--- config.mk ---
export PLATFORM = sky130hd
export DESIGN_NAME = mac_execute_unit
export DESIGN_NICKNAME = d
export VERILOG_FILES = /design/src/rtl/mac_execute_unit.sv
export SDC_FILE = /design/constraint.sdc
export NUM_CORES = 1
export LEC_CHECK = 0
export BUFFER_PORTS_ARGS = -buffer_cell sky130_fd_sc_hd__buf_4
export CELL_PAD_IN_SITES_DETAIL_PLACEMENT = 2
export CELL_PAD_IN_SITES_GLOBAL_PLACEMENT = 2
export CORE_ASPECT_RATIO = 0.75
export CORE_MARGIN = 10
export CORE_UTILIZATION = 37
export DETAILED_ROUTE_END_ITERATION = 16
export PLACE_DENSITY = 0.84
export SLEW_MARGIN = 20
export SYNTH_ARGS = -nofsm -noshare
export SYNTH_HDL_FRONTEND = slang
export SYNTH_SLANG_ARGS = --single-unit
--- constraint.sdc ---
create_clock -name clk -period 6.25 [get_ports clk]
set_input_delay 0.625 -clock clk [delete_from_list [all_inputs] [get_ports clk]]
set_output_delay 0.625 -clock clk [all_outputs]
set_load 0.03 [all_outputs]
--- src/rtl/mac_execute_unit.sv ---
// rtl/mac_execute_unit.sv - EX-stage multi-cycle shift-add multiply / multiply-accumulate unit
// Consumes forwarded operands, holds a private accumulator, stalls the pipeline via busy_o.
module mac_execute_unit #(
  parameter int WIDTH = 32
) (
  input  logic             clk,
  input  logic             rst,
  input  logic             start_i,
  input  logic [1:0]       op_i,
  input  logic [WIDTH-1:0] src_a_i,
  input  logic [WIDTH-1:0] src_b_i,
  input  logic             flush_i,
  output logic             busy_o,
  output logic             done_o,
  output logic [WIDTH-1:0] result_o,
  output logic [WIDTH-1:0] acc_o
);

  localparam int CW = $clog2(WIDTH + 1);
  localparam logic [CW-1:0] LAST_ITER = CW'(WIDTH - 1);

  localparam logic [1:0] OP_MUL   = 2'b00;
  localparam logic [1:0] OP_MAC   = 2'b01;
  localparam logic [1:0] OP_CLR   = 2'b10;
  localparam logic [1:0] OP_RDACC = 2'b11;

  typedef enum logic [1:0] {
    S_IDLE = 2'd0,
    S_MUL  = 2'd1,
    S_FIN  = 2'd2
  } state_t;

  state_t            state_q, state_d;
  logic [WIDTH-1:0]  a_q, a_d;
  logic [WIDTH-1:0]  b_q, b_d;
  logic [WIDTH-1:0]  prod_q, prod_d;
  logic [WIDTH-1:0]  acc_q, acc_d;
  logic [WIDTH-1:0]  res_q, res_d;
  logic [CW-1:0]     cnt_q, cnt_d;
  logic              mac_q, mac_d;
  logic              busy_q, busy_d;
  logic              done_q, done_d;
  logic              req_ok;

  // A flush in the same cycle as a request always drops the request.
  assign req_ok = start_i && !flush_i;

  always_ff @(posedge clk or posedge rst) begin
    if (rst) begin
      state_q <= S_IDLE;
    end else begin
      state_q <= state_d;
    end
  end

  always_comb begin
    state_d = state_q;
    case (state_q)
      S_IDLE: begin
        if (req_ok && (op_i == OP_MUL || op_i == OP_MAC)) begin
          state_d = S_MUL;
        end
      end
      S_MUL: begin
        if (flush_i) begin
          state_d = S_IDLE;
        end else if (cnt_q == LAST_ITER) begin
          state_d = S_FIN;
        end
      end
      S_FIN:   state_d = S_IDLE;
      default: state_d = S_IDLE;
    endcase
  end

  always_comb begin
    a_d    = a_q;
    b_d    = b_q;
    prod_d = prod_q;
    acc_d  = acc_q;
    res_d  = res_q;
    cnt_d  = cnt_q;
    mac_d  = mac_q;
    done_d = 1'b0;
    busy_d = (state_d != S_IDLE);
    case (state_q)
      S_IDLE: begin
        if (req_ok) begin
          case (op_i)
            OP_MUL, OP_MAC: begin
              a_d    = src_a_i;
              b_d    = src_b_i;
              prod_d = '0;
              cnt_d  = '0;
              mac_d  = (op_i == OP_MAC);
            end
            OP_CLR: begin
              acc_d  = '0;
              res_d  = '0;
              done_d = 1'b1;
            end
            default: begin
              res_d  = acc_q;
              done_d = 1'b1;
            end
          endcase
        end
      end
      S_MUL: begin
        if (!flush_i) begin
          if (b_q[0]) begin
            prod_d = prod_q + a_q;
          end
          a_d   = a_q << 1;
          b_d   = b_q >> 1;
          cnt_d = cnt_q + CW'(1);
        end
      end
      S_FIN: begin
        // Flush beats completion: no result, no accumulator update.
        if (!flush_i) begin
          if (mac_q) begin
            acc_d = acc_q + prod_q;
            res_d = acc_q + prod_q;
          end else begin
            res_d = prod_q;
          end
          done_d = 1'b1;
        end
      end
      default: ;
    endcase
  end

  always_ff @(posedge clk or posedge rst) begin
    if (rst) begin
      a_q    <= '0;
      b_q    <= '0;
      prod_q <= '0;
      acc_q  <= '0;
      res_q  <= '0;
      cnt_q  <= '0;
      mac_q  <= 1'b0;
      busy_q <= 1'b0;
      done_q <= 1'b0;
    end else begin
      a_q    <= a_d;
      b_q    <= b_d;
      prod_q <= prod_d;
      acc_q  <= acc_d;
      res_q  <= res_d;
      cnt_q  <= cnt_d;
      mac_q  <= mac_d;
      busy_q <= busy_d;
      done_q <= done_d;
    end
  end

  assign busy_o   = busy_q;
  assign done_o   = done_q;
  assign result_o = res_q;
  assign acc_o    = acc_q;

endmodule

==> results.toml <==
[final_layout]
nets = 1343
drive_gt1_share_pct = 16.31
syn_to_final_growth_pct = 19.22
layout_common_cells = "dfrtp_1, nand2_1, buf_4, o21ai_0, a21oi_1"
final_common_cell = "dfrtp_1"

[floorplan]
ios = 136
die_x_microns = 212.8
start_util_pct = 37.91
die-area_sq_mm = 0.03501
fp-row-count = 52
core_sq_mm = 0.02720
fp.dieH_microns = 164.6

[timing]
fmax_ghz = 0.2963
rsz0062_at_grt = "no"
setup_violations = 0
period_share_pct = 54.00
max_slew.worst_pin.slew_ns = 1.030
tns_ns = 0
hold_violations = 0
min_period_ns = 3.375
slew_headroom_pct = 31.17
final.setup_skew_ns = 0.01105
slew_violations = 0

[detailed_routing]
antenna_left = 0
wl_mm = 36.38
via_count = 9069
wl_per_cell_microns = 23.13
drt-vias-per-instance = 5.765
drc = 0
firstDrtPassIters = 5
dr.first_iter.drc_count = 620

[synthesis]
synth.distinct_cells = 69
synth-main-ff-cell = "dfrtp_1"
avgSynthCellArea_sq_um = 9.340
postSynthCellCount = 1104
syn_area_sq_mm = 0.01031
synth_seq_area_share_pct = 41.50
ys_warn_count = 0
synth_edf_count = 0
synthArstFlopShare_pct = 100.0
syn-num-nets = 1239
ys_ff_latch = 171

[pwr]
power_mw = 3.562
leakage_nw = 5.683
peakVddDrop_v = 0.0002153
power.density_mw_per_mm2 = 289.8

[clock_network]
clk_pin_slew_worst_paths_ns = 0.07
cts_sinks = 171
cts_tree = "yes"
cts_buffer_depth = 2
htreeDepth = 4
cts_root_buffer = "clkbuf_16"
numCtsBuffers = 17
post_cts_resized = 0
postCtsSetupRepairBufs = 0
cts_hold_buf = 0
clk_latency_ns = 0.45

[worst_setup_path]
r2r_cells = 10
crit_required_ns = 6.56
cp-start-kind = "flip-flop"
critPathKind = "reg2reg"
cp_max_fo = 5
crit_path_end_kind = "flip-flop"
worstPathArrival_ns = 3.69

[placement]
dp_hpwl_mm = 26.42
gp_congestion = 0.8761
port_buffers = 135

[grt]
grt_first_pass_wirelength_mm = 57.89
antenna_found_initial = 3
grtUsageTotal_pct = 21.08
grt_pass1_vias = 9938
grt_max_degree = 100
grt_overflow = 0

[min_path]
hold_class = "in2async"

[flow_run]
cap_viol_max_count = 0

[run_status]
status = "finished clean"
## through the flow
step / cell area, sq um / setup WS (ns) / std cells / utilization (%) / hold slack [ns]
3_5_place_dp: 11650 / 2.913 / 1540 / 42.85 / 0.4741
6_report: 12290 / 2.875 / 1573 / 45.20 / 0.1805
3_3_place_gp: 11650 / 3.019 / 1540 / 42.85 / 0.4612
2_1_floorplan: 10310 / 0.9932 / 1104 / - / 0.4496
4_1_cts: 12290 / 2.904 / 1571 / 45.18 / 0.1810
5_1_grt: 12290 / 2.656 / 1571 / 45.18 / 0.2091
## Yosys cell counts (15+ instances only)
library cell | number | share of area (%)
ha_1 | 63 | 7.6
inv_1 | 27 | 0.98
a221oi_1 | 15 | 1.3
o21ai_0 | 141 | 6.8
a21oi_1 | 68 | 3.3
nor2_1 | 55 | 2.0
a22o_1 | 28 | 2.4
a21o_1 | 22 | 1.6
nand2_1 | 161 | 5.9
a222oi_1 | 18 | 1.7
clkbuf_1 | 56 | 2.0
xnor2_1 | 34 | 2.9
mux2i_1 | 64 | 6.2
dfrtp_1 | 171 | 41
nand3_1 | 16 | 0.78
xor2_1 | 25 | 2.1
## power breakdown
group	internal, mW	switching (mW)
Sequential	1.26	0.195
Combinational	0.371	0.561
Clock	0.698	0.474
## final cells by class
type | instances | area [sq um]
diodes | 2 | 5.005
clock buffers | 20 | 466.7
clock inverters | 11 | 167.7
fillers | 2955 | 14900
inverters | 27 | 106.4
multi-input cells | 847 | 5748
flip-flops and latches | 171 | 4279
well taps | 351 | 439.2
repair buffers | 144 | 1081
## state kept, by name, summed over array words and instances, names as in the netlist
signal and cells:
mac_q 1, b_q 32, result_o 32, a_q 32, acc_o 32, prod_q 32
cnt_q 6, busy_o 1, done_o 1, state_q 2
## path summary, 6_finish.rpt
| kind | startpoint | to | slack [ns] |
|---|---|---|---|
| worst max-delay path | prod_q[7] | acc_o[28] | 2.88 |
| min in group clk | src_a_i[0] | a_q[0] | 0.40 |
| worst min-delay path | rst | result_o[7] | 0.18 |
| worst max register to register | prod_q[7] | acc_o[28] | 2.88 |
| max in group asynchronous | rst | b_q[31] | 4.83 |
| worst min register to register | b_q[26] | b_q[26] | 0.49 |
## worst max-delay path, stage by stage, from the launching register on
cell and delay, ns:
dfrtp_1 0.47, ha_1 0.42, and3_1 0.25, o21ai_0 0.19, o21ai_1 0.25, o2111ai_1 0.22, a21boi_1 0.35, nand4_1 0.20
o41ai_1 0.56, xnor2_1 0.21, o21ai_0 0.12
## logic make-up (layout without fill, tap and decap cells)
| group | after synthesis | in the layout | share of synthesized area [%] |
|---|---|---|---|
| AOI/OAI and AO/OA | 367 | 367 | 23.33 |
| xor gates and xnor gates | 59 | 59 | 5.012 |
| adders and majority gates | 65 | 65 | 8.033 |
| buffers and inverters | 86 | 202 | 3.301 |
| DFF | 171 | 171 | 41.50 |
| muxes | 66 | 66 | 6.431 |
| other | 0 | 2 | 0 |
| and+or+nand+nor | 290 | 290 | 12.39 |
## routing by layer
metal	part of all wire [%]	track usage (%)
met5	0	0
met4	0.77	3.949
met3	6.6	5.587
met2	44	32.44
met1	49	29.30
(Power assumes the default switching activity.)
